===== src/rtl/obstacle_generator.sv =====
`default_nettype none
// ============================================================================
// Module   : obstacle_generator
// Purpose  : Owns SLOT_COUNT obstacle slots for the game-logic stage. Spawns
//            obstacles at the right screen edge using a 16-bit Galois LFSR,
//            scrolls them left at a speed that ramps up over play time, and
//            retires them once they leave the screen. Runs on the frame clock.
// Ports    : clk              - frame clock (60 Hz)
//            rst_n            - asynchronous active-low reset
//            gamemode         - 00 restart, 01 play, 10 pause, 11 crashed
//            obstacle_x_left  - left edge per slot   [SLOT_COUNT-1:0][9:0]
//            obstacle_x_right - right edge per slot  [SLOT_COUNT-1:0][9:0]
//            obstacle_y_up    - top edge per slot    [SLOT_COUNT-1:0][8:0]
//            obstacle_y_down  - bottom edge per slot [SLOT_COUNT-1:0][8:0]
//            obstacle_active  - slot-valid flags
//            scroll_speed     - current scroll speed, pixels per frame
//            score            - retired-obstacle count, saturating
// Options  : OBSTACLE_GAP_PAIR_EN - when defined, every spawn emits a
//            top/bottom pair leaving a GAP_HEIGHT-pixel gap between them.
// Revision : 1.0 - initial release
// ============================================================================
module obstacle_generator #(
  parameter int          SLOT_COUNT        = 10,
  parameter int          SCREEN_W          = 640,
  parameter int          OBST_WIDTH        = 40,
  parameter int          UPPER_BOUND       = 20,
  parameter int          LOWER_BOUND       = 460,
  parameter int          MIN_HEIGHT        = 60,
  parameter int          SPAWN_INTERVAL    = 90,
  parameter int          BASE_SPEED        = 4,
  parameter int          MAX_SPEED         = 8,
  parameter int          SPEED_STEP_FRAMES = 600,
  parameter logic [15:0] LFSR_SEED         = 16'hACE1
) (
  input  logic                       clk,
  input  logic                       rst_n,
  input  logic [1:0]                 gamemode,
  output logic [SLOT_COUNT-1:0][9:0] obstacle_x_left,
  output logic [SLOT_COUNT-1:0][9:0] obstacle_x_right,
  output logic [SLOT_COUNT-1:0][8:0] obstacle_y_up,
  output logic [SLOT_COUNT-1:0][8:0] obstacle_y_down,
  output logic [SLOT_COUNT-1:0]      obstacle_active,
  output logic [3:0]                 scroll_speed,
  output logic [15:0]                score
);

  localparam int c_spawn_tw = (SPAWN_INTERVAL > 1) ? $clog2(SPAWN_INTERVAL) : 1;
  localparam int c_speed_tw = (SPEED_STEP_FRAMES > 1) ? $clog2(SPEED_STEP_FRAMES) : 1;
  localparam int c_idx_w    = (SLOT_COUNT > 1) ? $clog2(SLOT_COUNT) : 1;
  localparam int c_cnt_w    = $clog2(SLOT_COUNT + 1);

  localparam logic [c_spawn_tw-1:0] c_spawn_last = c_spawn_tw'(SPAWN_INTERVAL - 1);
  localparam logic [c_speed_tw-1:0] c_speed_last = c_speed_tw'(SPEED_STEP_FRAMES - 1);
  localparam logic [9:0]            c_spawn_xl   = 10'(SCREEN_W);
  localparam logic [9:0]            c_spawn_xr   = 10'(SCREEN_W + OBST_WIDTH);
  localparam logic [3:0]            c_base_speed = 4'(BASE_SPEED);
  localparam logic [3:0]            c_max_speed  = 4'(MAX_SPEED);
  localparam logic [1:0]            c_gm_restart = 2'b00;
  localparam logic [1:0]            c_gm_play    = 2'b01;

`ifdef OBSTACLE_GAP_PAIR_EN
  localparam int         GAP_HEIGHT = 140;
  localparam logic [10:0] c_gap_base = 11'(UPPER_BOUND + 40);
  localparam logic [10:0] c_gap_cap  = 11'(LOWER_BOUND - 40 - GAP_HEIGHT);
`endif

  // Galois form, taps 16,14,13,11 (mask 16'hB400), shifting right.
  function automatic logic [15:0] lfsr_step(input logic [15:0] s);
    lfsr_step = {1'b0, s[15:1]} ^ (s[0] ? 16'hB400 : 16'h0000);
  endfunction

  // --------------------------------------------------------------------------
  // State
  // --------------------------------------------------------------------------
  logic [15:0]                 lfsr_q, lfsr_d;
  logic [SLOT_COUNT-1:0]       active_q, active_d;
  logic [SLOT_COUNT-1:0][9:0]  x_left_q, x_left_d;
  logic [SLOT_COUNT-1:0][9:0]  x_right_q, x_right_d;
  logic [SLOT_COUNT-1:0][8:0]  y_up_q, y_up_d;
  logic [SLOT_COUNT-1:0][8:0]  y_down_q, y_down_d;
  logic [3:0]                  speed_q, speed_d;
  logic [15:0]                 score_q, score_d;
  logic [c_spawn_tw-1:0]       spawn_timer_q, spawn_timer_d;
  logic [c_speed_tw-1:0]       speed_timer_q, speed_timer_d;

  // --------------------------------------------------------------------------
  // Combinational helpers
  // --------------------------------------------------------------------------
  logic                        free_found_0;
  logic [c_idx_w-1:0]          free_idx_0;
  logic [8:0]                  spawn_y_up_a, spawn_y_down_a;
  logic [c_cnt_w-1:0]          retire_cnt;
  logic [16:0]                 score_sum;
`ifdef OBSTACLE_GAP_PAIR_EN
  logic                        free_found_1;
  logic [c_idx_w-1:0]          free_idx_1;
  logic [8:0]                  spawn_y_up_b, spawn_y_down_b;
  logic [10:0]                 gap_raw, gap_top;
`else
  logic [10:0]                 height;
`endif

  // Free slots are judged on pre-edge activity only, so a slot retiring on
  // this edge cannot be refilled until the following edge.
  always_comb begin : free_search
    free_found_0 = 1'b0;
    free_idx_0   = '0;
`ifdef OBSTACLE_GAP_PAIR_EN
    free_found_1 = 1'b0;
    free_idx_1   = '0;
`endif
    for (int i = 0; i < SLOT_COUNT; i++) begin
      if (!active_q[i]) begin
        if (!free_found_0) begin
          free_found_0 = 1'b1;
          free_idx_0   = c_idx_w'(i);
        end
`ifdef OBSTACLE_GAP_PAIR_EN
        else if (!free_found_1) begin
          free_found_1 = 1'b1;
          free_idx_1   = c_idx_w'(i);
        end
`endif
      end
    end
  end

  // Vertical geometry of a new spawn, taken from the pre-edge LFSR value.
  always_comb begin : spawn_geometry
`ifdef OBSTACLE_GAP_PAIR_EN
    gap_raw        = c_gap_base + {3'b000, lfsr_q[7:0]};
    gap_top        = (gap_raw > c_gap_cap) ? c_gap_cap : gap_raw;
    spawn_y_up_a   = 9'(UPPER_BOUND);
    spawn_y_down_a = 9'(gap_top);
    spawn_y_up_b   = 9'(gap_top + 11'(GAP_HEIGHT));
    spawn_y_down_b = 9'(LOWER_BOUND);
`else
    height = 11'(MIN_HEIGHT) + {4'b0000, lfsr_q[6:0]};
    if (lfsr_q[15]) begin
      spawn_y_up_a   = 9'(11'(LOWER_BOUND) - height);
      spawn_y_down_a = 9'(LOWER_BOUND);
    end else begin
      spawn_y_up_a   = 9'(UPPER_BOUND);
      spawn_y_down_a = 9'(11'(UPPER_BOUND) + height);
    end
`endif
  end

  always_comb begin : next_state
    lfsr_d        = lfsr_step(lfsr_q);
    active_d      = active_q;
    x_left_d      = x_left_q;
    x_right_d     = x_right_q;
    y_up_d        = y_up_q;
    y_down_d      = y_down_q;
    speed_d       = speed_q;
    score_d       = score_q;
    spawn_timer_d = spawn_timer_q;
    speed_timer_d = speed_timer_q;
    retire_cnt    = '0;
    score_sum     = '0;

    case (gamemode)
      c_gm_restart: begin
        active_d      = '0;
        x_left_d      = '0;
        x_right_d     = '0;
        y_up_d        = '0;
        y_down_d      = '0;
        speed_d       = c_base_speed;
        score_d       = '0;
        spawn_timer_d = '0;
        speed_timer_d = '0;
      end

      c_gm_play: begin
        // Scroll or retire every slot that was live before this edge.
        for (int i = 0; i < SLOT_COUNT; i++) begin
          if (active_q[i]) begin
            if ({1'b0, x_right_q[i]} <= {7'b0000000, speed_q}) begin
              active_d[i]  = 1'b0;
              x_left_d[i]  = '0;
              x_right_d[i] = '0;
              y_up_d[i]    = '0;
              y_down_d[i]  = '0;
              retire_cnt   = retire_cnt + c_cnt_w'(1);
            end else begin
              x_right_d[i] = 10'({1'b0, x_right_q[i]} - {7'b0000000, speed_q});
              x_left_d[i]  = (x_left_q[i] > {6'b000000, speed_q})
                           ? x_left_q[i] - {6'b000000, speed_q} : 10'd0;
            end
          end
        end

        score_sum = {1'b0, score_q} + 17'(retire_cnt);
        score_d   = score_sum[16] ? 16'hFFFF : score_sum[15:0];

        // When the interval has elapsed but no slot is free, the timer
        // parks at its last value so a spawn is retried every edge.
        if (spawn_timer_q == c_spawn_last) begin
`ifdef OBSTACLE_GAP_PAIR_EN
          if (free_found_1) begin
            active_d[free_idx_0]  = 1'b1;
            x_left_d[free_idx_0]  = c_spawn_xl;
            x_right_d[free_idx_0] = c_spawn_xr;
            y_up_d[free_idx_0]    = spawn_y_up_a;
            y_down_d[free_idx_0]  = spawn_y_down_a;
            active_d[free_idx_1]  = 1'b1;
            x_left_d[free_idx_1]  = c_spawn_xl;
            x_right_d[free_idx_1] = c_spawn_xr;
            y_up_d[free_idx_1]    = spawn_y_up_b;
            y_down_d[free_idx_1]  = spawn_y_down_b;
            spawn_timer_d         = '0;
          end
`else
          if (free_found_0) begin
            active_d[free_idx_0]  = 1'b1;
            x_left_d[free_idx_0]  = c_spawn_xl;
            x_right_d[free_idx_0] = c_spawn_xr;
            y_up_d[free_idx_0]    = spawn_y_up_a;
            y_down_d[free_idx_0]  = spawn_y_down_a;
            spawn_timer_d         = '0;
          end
`endif
        end else begin
          spawn_timer_d = spawn_timer_q + c_spawn_tw'(1);
        end

        // Speed ramp; the new speed is only seen by the next edge's scroll.
        if (speed_timer_q == c_speed_last) begin
          speed_timer_d = '0;
          if (speed_q < c_max_speed) begin
            speed_d = speed_q + 4'd1;
          end
        end else begin
          speed_timer_d = speed_timer_q + c_speed_tw'(1);
        end
      end

      default: begin
        // Pause / crashed: everything but the LFSR holds.
      end
    endcase
  end

  always_ff @(posedge clk or negedge rst_n) begin
    if (!rst_n) begin
      lfsr_q        <= LFSR_SEED;
      active_q      <= '0;
      x_left_q      <= '0;
      x_right_q     <= '0;
      y_up_q        <= '0;
      y_down_q      <= '0;
      speed_q       <= c_base_speed;
      score_q       <= '0;
      spawn_timer_q <= '0;
      speed_timer_q <= '0;
    end else begin
      lfsr_q        <= lfsr_d;
      active_q      <= active_d;
      x_left_q      <= x_left_d;
      x_right_q     <= x_right_d;
      y_up_q        <= y_up_d;
      y_down_q      <= y_down_d;
      speed_q       <= speed_d;
      score_q       <= score_d;
      spawn_timer_q <= spawn_timer_d;
      speed_timer_q <= speed_timer_d;
    end
  end

  assign obstacle_x_left  = x_left_q;
  assign obstacle_x_right = x_right_q;
  assign obstacle_y_up    = y_up_q;
  assign obstacle_y_down  = y_down_q;
  assign obstacle_active  = active_q;
  assign scroll_speed     = speed_q;
  assign score            = score_q;

endmodule
`default_nettype wire

===== config.mk =====
export PLATFORM = sky130hd
export DESIGN_NAME = obstacle_generator
export DESIGN_NICKNAME = d
export VERILOG_FILES = /design/src/rtl/obstacle_generator.sv
export SDC_FILE = /design/constraint.sdc
export NUM_CORES = 1
export LEC_CHECK = 0
export CORE_UTILIZATION = 58
export DETAILED_ROUTE_END_ITERATION = 16
export MAX_ROUTING_LAYER = met4
export PLACE_DENSITY = 0.86
export SETUP_SLACK_MARGIN = 0.4
export SYNTH_ARGS = -nofsm -noshare
export SYNTH_HDL_FRONTEND = slang
export SYNTH_SLANG_ARGS = --single-unit

===== constraint.sdc =====
create_clock -name clk -period 16.1 [get_ports clk]
set_input_delay 1.61 -clock clk [delete_from_list [all_inputs] [get_ports clk]]
set_output_delay 1.61 -clock clk [all_outputs]
set_load 0.01 [all_outputs]

# == Word-level counts from Yosys, hierarchy flattened ==
# Index checks and enable logic that the tools add are counted.
# word_totals
regBits,443
input_bits,4
out_inout_bits,410
# classes
addsub,36
magnitude_cmp,23
eq_ne,6
n_mux,254
bitwise,8
reduce_logical,5
# op_table
cell,n
$mux W10,74
$mux W9,63
$mux W100,4
$pmux W100 S2,2
$mux W90,4
$pmux W90 S2,2
$sub A10 B4 Y10,20
$mux W4,46
$bwmux W90,2
$gt A10 B4 Y1,10
$le A10 B4 Y1,10
$and A80 B80 Y80,1
$not A80 Y80,1
$and A60 B60 Y60,1
$not A60 Y60,1
$mux W1,45
$add A4 B1 Y4 const B,10
$demux W10 S4,1
$or A40 B40 Y40,1
$pmux W10 S2,2
$demux W9 S4,1
$mux W16,2
$pmux W16 S2,1
$or A20 B20 Y20,1
25 further kinds,27

# == Logic depth before layout (Yosys ltp) ==
# depth
word_depth,43
mapped_depth,43
depth_no_buf,43

# == Least setup slack after synthesis ==
# No wires, ideal clock.
# synth_timing
path_kind,reg2reg
startpoint,"register speed_q[1], in the netlist scroll_speed[1]"
endpoint,"register score_q[15], in the netlist score[15]"
setup_ns,0.121
arrival_ns,8.885
path_slack_ns,7.094
path_stages_with_launch,40
path_buffers,0
period_less_slack_ns,9.006
cell_sequence,dfrtp_1 -> inv_1 -> fa_1 -> a21o_1 -> a21oi_1 -> a41oi_1 -> nor4_1 -> ha_1 -> nand2_1 -> o31ai_4 -> ha_1 -> a21o_1 -> ha_1 -> o21a_1 -> o32ai_1 -> xor2_1 -> nor2_1 -> nor2_1 -> [4 not listed] -> xor2_1 -> nor2_1 -> a311oi_1 -> ha_1 -> o22ai_1 -> nor2_1 -> ha_1 -> a21o_1 -> ha_1 -> a21o_1 -> a21oi_1 -> nand2b_1 -> a21boi_0 -> nand2_1 -> nor2_1 -> nand3_1 -> o31a_1 -> o22a_1
# synth_via
elab_chain_len,43
# synth_rtl
element,line,rtl
from (decl),81,"logic [3:0] speed_q, speed_d;"
from (signal assigned),254,speed_q <= c_base_speed;
from (signal assigned),265,speed_q <= speed_d;
$le A10 B4 Y1,180,"if ({1'b0, x_right_q[i]} <= {7'b0000000, speed_q}) begin"
$mux W1,180,
$mux W1,179,if (active_q[i]) begin
$mux W4,163,case (gamemode)
$add A4 B1 Y4,186,retire_cnt = retire_cnt + c_cnt_w'(1);
$mux W4,180,
$mux W4,179,
$mux W4,163,
[27 not listed],--,
$mux W4,163,
$add A4 B1 Y4,186,
$mux W4,180,
$mux W4 (*),179,
$mux W4 (*),163,
$add A16 B4 Y17 (*),195,"score_sum = {1'b0, score_q} + 17'(retire_cnt);"
$mux W16 (*),196,score_d = score_sum[16] ? 16'hFFFF : score_sum[15:0];
$pmux W16 S2 (*),163,
to (signal assigned),266,score_q <= score_d;
to (decl),82,"logic [15:0] score_q, score_d;"
# Mark *: on every way between the ends. The rest lies on a longest branch, timed or not. The select of a mux whose other input is x is not followed.
# A chain may end at the register's enable or synchronous reset.

# == Worst setup path after layout ==
# layout_timing
startpoint,"register speed_q[1], in the netlist scroll_speed[1]"
endpoint,"register score_q[6], in the netlist score[6]"
# The elaborated chain is that of the path after synthesis.

==> flow_summary.ini <==
[clock_tree]
clock_sinks = 443
insertion_delay_ns = 0.63
cts_resized = 0
cts_made_buffers = 47
clock_path_buffers = 3
htree_levels = 2
cts_tree = built
cts.reportedPaths.clkPinSlew_ns = 0.06
post-cts-setup-buffers = 0
cts-hold-fix-buffers = 0
root_buffer = clkbuf_16

[power_and_ir_drop]
power_density_nw_per_um2 = 94.9
max-vdd-ir-drop_v = 0.0000656
leakage_uw = 0.0133

[timing]
maxSlewViolCount = 0
final.period_utilization_pct = 62.3
skew_ns = 0.0602
timing.slew.headroom_pct = 7.39
tightest_slew_ns = 1.38
rsz0062_at_grt = false
setup_viol = 0
tns_ns = 0
period_minus_slack_ns = 10.03
max_freq_mhz = 99.7
finalHoldViolations = 0

[detailed_routing]
ant_nets = 0
finalWirelength_um = 83700
first_pass_iters = 8
vias = 23747
drt_iter0_markers = 2615
drc_errors = 0
vias_per_cell = 6.55
wl_per_cell_um = 23.1

[synth]
synth_area_um2 = 24500
dominantRegCellSynth = dfrtp_1
synth_seq_area_share_pct = 45.3
ys_async_sr_fraction_pct = 100
ys_types = 86
synth_edf_count = 0
synth.avg_cell_area_um2 = 9.14
ys_warn_count = 0
synthTopCellsByArea = dfrtp_1, o21ai_0, nand2_1
ys_top_cells_by_count = dfrtp_1, o21ai_0, nand2_1, nor2_1, a21oi_1
yosysMostFrequentCell = dfrtp_1
yosys.area.top_type = dfrtp_1
ys_ff_latch = 443
synth_fp_nets = 2806
synth_top_area_share_pct = 44.3
syn_inst = 2682

[status]
outcome = complete, no violations

[floorplan]
core_um2 = 41300
fp-row-count = 74
fp.dieW_um = 208
dieHeight_um = 208
dieArea_um2 = 43100
io_pins = 414
initial_core_util_pct = 59.4

[setup_path]
critical_path_arrival_ns = 10.54
endpoint_kind = flip-flop
crit_top_cell = ha_1
max_stage_delay_ns = 0.86
path_class = flip-flop to flip-flop
critPathLaunchType = flip-flop
crit_path_max_fanout = 14
required_ns = 16.61
crit_buf_inv = 3
crit_slowest_cell = dfrtp_1
crit_family = simple AND/OR/NAND/NOR gates

[cells_and_area]
syn2layout_area_growth_pct = 25.1
nets = 3181
drive_above_1_share_pct = 4.85
fill_cells = 2881
final_util_pct = 74.3

[flow_run]
cap_violations = 0

[hold_path]
min_path_type = flip-flop to flip-flop

[global_route]
grt-ovfl-total = 0
grt_pass1_wl_um = 132000
grt_pass1_vias = 23543
grt_usage_pct = 39.7
antenna_found_initial = 1
grt_max_degree = 173

[place]
hpwl_um = 57300
place.gp.congestion = 0.980
port_buffers = 413
==> metal layers <==
metal  vias to the layer above  share of wire [%]  GRT usage (%)
met3                       286                 10           9.20
met2                      1304                 46           61.5
met5                         -                  0              -
met1                     11636                 39           49.1
li1                      10521                  -              -
met4                         0                5.0           19.8
==> stage by stage <==
step	instance area, um^2	hold WS (ns)	setup WS, ns	instances	power, uW
final	30700	0.355	6.07	3623	2910
after global routing	30700	0.357	5.50	3623	3020
after CTS	30700	0.356	6.20	3622	2910
after detailed placement	29100	0.340	6.37	3540	1790
after global placement	29100	0.338	6.60	3540	1760
after floorplan	24500	0.331	7.09	2682	1580
==> cell usage in the layout (no fill, tap or decap), types with 11 or more instances in the layout <==
cell	n
a22oi_1	37
xnor2_1	36
o21ai_1	14
inv_1	86
nand4_1	24
a22o_1	123
ha_1	99
nand3_1	57
nor2_1	168
nand2b_1	21
nor4_1	26
nor2b_1	37
o22ai_1	11
nor3b_1	13
or3_1	27
a31oi_1	17
o21ai_0	381
clkbuf_16	47
and3_1	18
nor3_1	75
buf_4	28
nand2_1	362
fa_1	21
clkdlybuf4s50_1	410
o31ai_1	34
a21o_1	51
xor2_1	48
dfrtp_1	434
or2_2	14
o41ai_1	11
a21oi_1	145
==> worst paths after layout <==
path / start / to / slack (ns) / cells after the start
setup / recovery: scroll_speed[1] / score[6] / 6.07 / 40
max in group asynchronous: rst_n / obstacle_x_right[35] / 12.78 / 3
hold / removal: lfsr_q[7] / lfsr_q[6] / 0.35 / 0
min in group asynchronous: rst_n / obstacle_x_right[92] / 0.98 / 1
setup reg to reg: scroll_speed[1] / score[6] / 6.07 / 40
hold reg to reg: lfsr_q[7] / lfsr_q[6] / 0.35 / 0
==> sequential cells by signal, summed over array words and instances (netlist names) <==
name	cells
spawn_timer_q	7
obstacle_y_up	90
obstacle_x_left	100
scroll_speed	4
obstacle_y_down	90
score	16
lfsr_q	16
speed_timer_q	10
obstacle_x_right	100
obstacle_active	10
==> power by group <==
group | switching, uW | leakage, uW | internal (uW) | total, uW
combinational | 373 | 0.00638 | 239 | 612
clock | 483 | 0.000768 | 639 | 1120
sequential | 40.3 | 0.00614 | 1140 | 1180
==> cell type report <==
type                            instances  area [um^2]  area share, %
Antenna cell                            1         2.50        0.00816
Inverter                               90          338           1.10
Sequential cell                       443        11100           36.2
Tap cell                              532          666           2.17
Timing Repair Buffer                  442         4370           14.2
Clock inverter                         18          248          0.808
Multi-Input combinational cell       2033        12700           41.2
Clock buffer                           64         1310           4.27
==> worst reg2reg max path: cells and delay by family (launching register included) <==
family	cells	cell delay, ns
fa+ha+maj	8	2.73
buf+inv	3	0.63
xor+xnor	2	0.51
simple gates	13	2.90
mux	1	0.05
flops	1	0.86
compound gates	13	2.23
==> cells by family (layout without fill, tap and decap cells) <==
family	after synthesis	after routing	share of synthesized area [%]
fa+ha+maj	120	120	6.77
mux	7	7	0.286
compound gates	935	935	24.2
xor+xnor	90	90	3.56
buf+inv	206	614	3.24
flops	443	443	45.3
simple gates	881	881	16.6
other cells	0	1	0
Power figures use the tool's default switching activity.
